`config.mk`:
```
export PLATFORM = sky130hd
export DESIGN_NAME = iobuf_bus_master
export DESIGN_NICKNAME = d
export VERILOG_FILES = /design/src/rtl/iobuf_bus_master.sv
export SDC_FILE = /design/constraint.sdc
export NUM_CORES = 1
export LEC_CHECK = 0
export ABC_AREA = 0
export BUFFER_PORTS_ARGS = -buffer_cell sky130_fd_sc_hd__buf_2
export CAP_MARGIN = 5
export CELL_PAD_IN_SITES_DETAIL_PLACEMENT = 1
export CELL_PAD_IN_SITES_GLOBAL_PLACEMENT = 2
export CORE_MARGIN = 2
export CORE_UTILIZATION = 33
export DETAILED_ROUTE_END_ITERATION = 10
export MAX_ROUTING_LAYER = met4
export PLACE_DENSITY = 0.91
export SYNTH_ARGS = -nofsm -noshare
export SYNTH_HDL_FRONTEND = slang
export SYNTH_SLANG_ARGS = --single-unit
```
`constraint.sdc`:
```
create_clock -name C -period 3.6 [get_ports C]
set_input_delay 0.18 -clock C [delete_from_list [all_inputs] [get_ports C]]
set_output_delay 0.18 -clock C [all_outputs]
set_load 0.05 [all_outputs]
```
`src/rtl/iobuf_bus_master.sv`:
```
// iobuf_bus_master: fabric-side controller for a bidirectional IOBUF pad bus.
// Turns single-beat read/write requests into strobe/ack cycles with setup and hi-Z turnaround.
module iobuf_bus_master #(
  parameter int WIDTH   = 8,
  parameter int SETUP   = 1,
  parameter int TURN    = 1,
  parameter int TIMEOUT = 64
) (
  input  logic             C,
  input  logic             R,
  input  logic             REQ_VALID,
  output logic             REQ_READY,
  input  logic             REQ_WR,
  input  logic [WIDTH-1:0] REQ_WDATA,
  output logic             RSP_VALID,
  output logic [WIDTH-1:0] RSP_RDATA,
  output logic             RSP_ERR,
  output logic [WIDTH-1:0] BUS_I,
  output logic             BUS_T,
  input  logic [WIDTH-1:0] BUS_O,
  output logic             BUS_STB,
  input  logic             BUS_ACK
);

  localparam int TW = (TIMEOUT > 0) ? $clog2(TIMEOUT + 1) : 1;
  localparam int CW = (TW > 4) ? TW : 4;

  localparam logic [CW-1:0] SETUP_LAST =
    CW'((SETUP > 0) ? SETUP - 1 : 0);
  localparam logic [CW-1:0] TURN_LAST =
    CW'((TURN > 0) ? TURN - 1 : 0);
  localparam logic [CW-1:0] TO_LAST =
    CW'((TIMEOUT > 0) ? TIMEOUT - 1 : 0);

  typedef enum logic [2:0] {
    ST_IDLE,
    ST_SETUP,
    ST_STROBE,
    ST_TURN,
    ST_DONE
  } state_e;

  state_e           state_q, state_d;
  logic [CW-1:0]    cnt_q, cnt_d;
  logic             wr_q, wr_d;
  logic             t_q, t_d;
  logic             stb_q, stb_d;
  logic [WIDTH-1:0] i_q, i_d;
  logic             vld_q, vld_d;
  logic             err_q, err_d;
  logic [WIDTH-1:0] rd_q, rd_d;

  assign REQ_READY = (state_q == ST_IDLE) & ~R;
  assign RSP_VALID = vld_q;
  assign RSP_RDATA = rd_q;
  assign RSP_ERR   = err_q;
  assign BUS_I     = i_q;
  assign BUS_T     = t_q;
  assign BUS_STB   = stb_q;

  always_comb begin
    state_d = state_q;
    cnt_d   = cnt_q;
    wr_d    = wr_q;
    t_d     = t_q;
    stb_d   = stb_q;
    i_d     = i_q;
    vld_d   = 1'b0;
    err_d   = err_q;
    rd_d    = rd_q;
    unique case (state_q)
      ST_IDLE: begin
        if (REQ_VALID) begin
          cnt_d = '0;
          wr_d  = REQ_WR;
          if (REQ_WR) begin
            i_d = REQ_WDATA;
            t_d = 1'b0;
            if (SETUP == 0) begin
              state_d = ST_STROBE;
              stb_d   = 1'b1;
            end else begin
              state_d = ST_SETUP;
            end
          end else begin
            state_d = ST_STROBE;
            stb_d   = 1'b1;
          end
        end
      end
      ST_SETUP: begin
        if (cnt_q == SETUP_LAST) begin
          state_d = ST_STROBE;
          stb_d   = 1'b1;
          cnt_d   = '0;
        end else begin
          cnt_d = cnt_q + CW'(1);
        end
      end
      ST_STROBE: begin
        // ACK is checked first so it wins over a coincident timeout
        if (BUS_ACK) begin
          state_d = ST_TURN;
          stb_d   = 1'b0;
          t_d     = 1'b1;
          err_d   = 1'b0;
          rd_d    = wr_q ? '0 : BUS_O;
          cnt_d   = '0;
        end else if (TIMEOUT != 0 && cnt_q == TO_LAST) begin
          state_d = ST_TURN;
          stb_d   = 1'b0;
          t_d     = 1'b1;
          err_d   = 1'b1;
          rd_d    = '0;
          cnt_d   = '0;
        end else if (cnt_q != '1) begin
          cnt_d = cnt_q + CW'(1);
        end
      end
      ST_TURN: begin
        if (cnt_q == TURN_LAST) begin
          state_d = ST_DONE;
          vld_d   = 1'b1;
        end else begin
          cnt_d = cnt_q + CW'(1);
        end
      end
      ST_DONE: begin
        state_d = ST_IDLE;
      end
      default: begin
        state_d = ST_IDLE;
      end
    endcase
  end

  always_ff @(posedge C) begin
    if (R) begin
      state_q <= ST_IDLE;
      cnt_q   <= '0;
      wr_q    <= 1'b0;
      t_q     <= 1'b1;
      stb_q   <= 1'b0;
      i_q     <= '0;
      vld_q   <= 1'b0;
      err_q   <= 1'b0;
      rd_q    <= '0;
    end else begin
      state_q <= state_d;
      cnt_q   <= cnt_d;
      wr_q    <= wr_d;
      t_q     <= t_d;
      stb_q   <= stb_d;
      i_q     <= i_d;
      vld_q   <= vld_d;
      err_q   <= err_d;
      rd_q    <= rd_d;
    end
  end

endmodule

```
# --- Yosys cells after proc, flatten, opt, wreduce, memory -nomap -nowiden ---
# Cells that the tools add are included.
word_totals:
  reg_bits: 31
  wordCells: 70
  out_inout_bits: 21
op_classes:
  n_eq_ne: 13
  bitwise_logic: 3
  n_reduce_logical: 14
  add_sub_neg: 1
  muxes: 30
op_table:
  columns: ["op", "n"]
  rows:
  - ["7-bit 2-to-1 mux", 6]
  - ["7-bit case mux with 4 select lines", 1]
  - ["8-bit 2-to-1 mux", 3]
  - ["3-bit 2-to-1 mux", 5]
  - ["2-bit inequality test, second input constant", 6]
  - ["3-bit case mux with 4 select lines", 1]
  - ["4-bit AND reduction", 3]
  - ["1-bit 2-to-1 mux", 11]
  - ["7-bit by 1-bit adder with 7-bit output, second input constant", 1]
  - ["7-bit by 6-bit == test with 1-bit output, second input constant", 1]
  - ["7-bit zero test", 1]
  - ["7-bit inequality test, second input constant", 1]
  - ["3-bit by 2-bit == test with 1-bit output, second input constant", 2]
  - ["5-bit AND reduction", 1]
  - ["4-bit inequality test, second input constant", 1]
  - ["2-bit AND reduction", 2]
  - ["2-bit nonzero test", 2]
  - ["4-bit nonzero test", 1]
  - ["3-bit by 1-bit == test with 1-bit output, second input constant", 1]
  - ["3-bit zero test", 1]
  - ["3-bit inequality test, second input constant", 1]
  - ["1-bit case mux with 3 select lines", 1]
  - ["3-bit AND reduction", 1]
  - ["3-bit nonzero test", 1]
  - ["other kinds (5)", 6]

# --- Logic depth before layout (Yosys ltp) ---
depth:
  word_depth: 5
  mapped_depth: 6

# --- Least setup slack after synthesis ---
# Ideal clock, no wire load.
synth_timing:
  kind: "input-to-output"
  start: "in R"
  end: "out REQ_READY"
  stages: 3
  n_path_buf: 2
  t_required_ns: 3.420
  t_arrival_ns: 2.017
  setup_slack_ns: 1.403
  path_cell_list: "buf_2 > buf_1 > nor4_1"
synth_via:
  elab_chain_cells: 2
synth_lines:
  columns: ["item", "line_no", "rtl"]
  rows:
  - ["start, declared", "10", "input logic R,"]
  - ["1-bit NOT", "53", "assign REQ_READY = (state_q == ST_IDLE) & ~R;"]
  - ["1-bit bitwise AND", "53", null]
  - ["end, declared", "12", "output logic REQ_READY,"]
# Every way passes these cells.

# --- Final worst setup path ---
layout_timing:
  start: "reg state_q[2]"
  end: "reg i_q[6], in the netlist BUS_I[6]"
layout_via:
  elab_chain_cells: 2
layout_lines:
  columns: ["item", "line_no", "rtl"]
  rows:
  - ["start, declared", "43", "state_e state_q, state_d;"]
  - ["start signal, assigned", "149", "state_q <= state_d;"]
  - ["3-bit zero test", "71", "unique case (state_q)"]
  - ["3-bit AND reduction (no line)", null, null]
  - ["end signal, assigned", "154", "i_q <= i_d;"]
  - ["end, declared", "48", "logic [WIDTH-1:0] i_q, i_d;"]
# Every way passes these cells.
# A chain may end at the register's enable or synchronous reset.

==> impl_summary.log <==
[metrics] # diodes: 0
[metrics] Synth Instances: between 100 and 150
[metrics] total number of yosys warnings: 0
[metrics] die outline width: between 70 and 80 µm
[metrics] setup repair after global routing missed its margin: false
[metrics] final count of negative-setup-slack endpoints: 0
[metrics] Top Family by Delay on Critical Path: simple AND/OR/NAND/NOR gates
[metrics] fill cell count: ~500
[metrics] Avg WL per Cell: ~16 µm
[metrics] upper clock frequency limit: 0.539 GHz
[metrics] Fin. Hold Viols: 0
[metrics] top_reg_cell synth: sky130_fd_sc_hd__dfxtp_1
[metrics] antenna violations before repair: 0
[metrics] CTS HTree Levels: 2
[metrics] part of the Yosys area used for sequential elements: 0.417
[metrics] post-layout power: 957 µW
[metrics] hold buffer count at CTS: 0
[metrics] clock tree root driver cell: sky130_fd_sc_hd__clkbuf_8
[metrics] met2 wirelength from detailed routing: ~2000 µm
[metrics] via count: approximately 1,300
[metrics] Area contributors post-synth: sky130_fd_sc_hd__dfxtp_1, sky130_fd_sc_hd__mux2i_1, sky130_fd_sc_hd__a22o_1, sky130_fd_sc_hd__nor2_1, sky130_fd_sc_hd__o2111ai_1
[metrics] sum of net half-perimeters after detailed placement: between 2000 and 3000 µm
[metrics] Setup CP Type: flip-flop to flip-flop
[metrics] maximum buffer depth of the clock tree: 2
[metrics] Nets: ~210
[metrics] post-detailed-route DRC marker count: 0
[metrics] clock-pin transition on the worst setup and hold timing paths: around 70 ps
[metrics] starting density of the core: 0.342
[metrics] required time of the critical path: 3740 ps
[metrics] Min-Delay Path Depth: 2
[metrics] port buffer count: 41
[metrics] Cell Pwr Density: 522 nW/µm²
[metrics] Max Slew Vio Count: 0
[metrics] ports placed on the boundary: 42
[metrics] Inst Count DP: 235
[metrics] slew of the pin with the lowest slew margin: roughly 660 ps
[metrics] DRT antenna net count: 0
[metrics] total gr overflow: 0
[metrics] crit path DAT: 1990 ps
[metrics] peak per-stage delay on the critical path: between 500 and 600 ps
[metrics] Static Leak: approximately 0.0008 µW
[metrics] cell type with the highest aggregate area in the netlist: sky130_fd_sc_hd__dfxtp_1
[metrics] internal power of the cells: around 660 µW
[metrics] 1st-iter DRT viols: 60
[metrics] worst-case vdd ir drop: about 0.19 mV
[metrics] Mapped Area: around 1500 µm²
[metrics] Core ar.: 4350 µm²
[metrics] post-synthesis register bit count: 31
[metrics] MaxCap Viol Count: 0
[metrics] placer's final routability congestion estimate: 0.831
[metrics] area share of the largest cell type after synthesis: 0.417
[metrics] run status: finished clean
[metrics] synthesized net count: about 170
[metrics] number of buffers created by CTS: 5
[metrics] WP buf/inv: 1
[metrics] Relative slew margins: 0.559
[metrics] largest fanout of any net on the critical path: 10
[metrics] clock skew after layout: approximately 11 ps
[metrics] net switching power: roughly 300 µW
[metrics] Resize count post-CTS: 0
[metrics] clock network fraction of total power: 0.375
[metrics] growth of design area from synthesis to finish: 23.1%
[metrics] Reg power frac: 0.407
[metrics] Synth async-reset ratio: 0
[metrics] router iterations before antenna repair: 4
[metrics] number of cells in the finished layout apart from fillers: roughly 240
[metrics] first-pass GRT wire length: between 6000 and 7000 µm
[metrics] most frequent cells in the layout: sky130_fd_sc_hd__buf_2, sky130_fd_sc_hd__dfxtp_1, sky130_fd_sc_hd__nor2_1
[metrics] commonest non-fill, non-tap cell in the layout: sky130_fd_sc_hd__buf_2
[metrics] EDFF count, synth: 0
[metrics] kind of launch point of the worst setup path: flip-flop
[metrics] post-detailed-routing wire length: 3860 µm
[metrics] wire length on met1: 1730 µm
[metrics] minimum clock period: 1860 ps
[metrics] HP Class: input port to flip-flop
[metrics] Die Y-Extent: roughly 71 µm
[metrics] vias in the first global route: 1,391
[metrics] number of logic stages on the critical path including buffering: 4
[metrics] TritonCTS clock tree: yes
[metrics] DR WL met3: approximately 140 µm
[metrics] Total Routing Usage GR: 0.164
[metrics] top metal layer carrying routed signals: met4
[metrics] pin count of the biggest net entering global routing: 29
[metrics] aggregate negative setup slack: 0 ps
[metrics] Slowest-stage cell, CP: sky130_fd_sc_hd__nand4_1
[metrics] site row count: 24
[metrics] proportion of layout cells with a drive suffix above 1: 0.335
[metrics] Critical Path End Type: flip-flop
[metrics] net switching share of the total power: 0.314
[metrics] Logic pwr share: 0.218
[metrics] Post-CTS Setup Bufs: 0
[metrics] Worst-Skew Late Latency: 280 ps
[metrics] final critical-path share of the clock period: 0.516
[metrics] per-cell via count in the routed design: between 5 and 6
[metrics] depth of the worst register-to-register path: 4
[metrics] total number of clock tree sinks: 31
[metrics] number of distinct standard cells referenced by the synthesized netlist: 53
[metrics] chain of cells forming the critical path: inv_1, nand4_1, mux2i_1, nor2_1
[metrics] total die area: between 5000 and 6000 µm²
[metrics] Avg Inst Size Synth: 9.99 µm²
==> cell usage after synthesis (3+ instances only) <==
cell / instances
sky130_fd_sc_hd__dfxtp_1: 31
sky130_fd_sc_hd__nor2_1: 16
sky130_fd_sc_hd__a22o_1: 8
sky130_fd_sc_hd__mux2i_1: 8
sky130_fd_sc_hd__inv_1: 6
sky130_fd_sc_hd__nand2_1: 5
sky130_fd_sc_hd__o21ai_0: 5
sky130_fd_sc_hd__a21oi_1: 4
sky130_fd_sc_hd__nor2b_1: 4
sky130_fd_sc_hd__o2111ai_1: 4
sky130_fd_sc_hd__o211ai_1: 4
sky130_fd_sc_hd__and3_1: 3
sky130_fd_sc_hd__nor4_1: 3
==> metrics by stage <==
step / cell area [µm²] / setup WS, ps / utilization / hold WS [ps]
after floorplan: 1490 / 1400 / - / 277
after global placement: 1720 / 1760 / 0.394 / 392
after detailed placement: 1720 / 1740 / 0.394 / 397
after CTS: 1830 / 1730 / 0.421 / 106
after global routing: 1830 / 1580 / 0.421 / 102
final: 1830 / 1740 / 0.421 / 110
==> flip-flops by register name, summed over array words and instances, names as in the netlist <==
register   count
RSP_VALID      1
BUS_STB        1
cnt_q          7
RSP_ERR        1
wr_q           1
BUS_T          1
RSP_RDATA      8
BUS_I          8
state_q        3
==> path summary, 6_finish.rpt <==
kind	to	slack (ps)	from
max	BUS_I[6]	1740	state_q[2]
min	RSP_RDATA[2]	110	BUS_O[2]
max reg2reg	BUS_I[6]	1740	state_q[2]
min reg2reg	BUS_STB	470	BUS_STB
==> kinds of logic (layout without fill, tap and decap cells) <==
family,count (synthesis),after routing,synth area share
AO/OA/AOI/OAI,42,42,0.237
adder cells (fa/ha/maj),2,2,0.0168
multiplexers,8,8,0.0538
flip-flops,31,31,0.417
AND/OR/NAND/NOR,53,53,0.231
buffers and inverters,13,55,0.0445
==> power by group through the flow <==
stage | clock network (µW) | registers (µW) | logic [µW]
after global routing | 385 | 393 | 223
after floorplan | 0 | 441 | 115
after CTS | 369 | 390 | 209
final | 359 | 390 | 208
after global placement | 0 | 395 | 205
after detailed placement | 0 | 397 | 209
==> cell type report <==
class / count / area [µm²] / area share
multi-input combinational: 105 / 802 / 0.438
sequential: 31 / 621 / 0.339
timing repair buffer: 41 / 205 / 0.112
clock buffer: 6 / 82.6 / 0.0451
tap: 52 / 65.1 / 0.0355
clock inverter: 2 / 35.0 / 0.0191
inverter: 6 / 22.5 / 0.0123
==> routing by layer <==
| layer | up-vias | GRT usage |
|---|---|---|
| met1 | 635 | 0.194 |
| li1 | 642 | - |
| met3 | 2 | 0.0413 |
| met4 | 0 | 0.0629 |
| met5 | - | - |
| met2 | 28 | 0.269 |
Note: power is estimated with default switching activity, not from simulation.
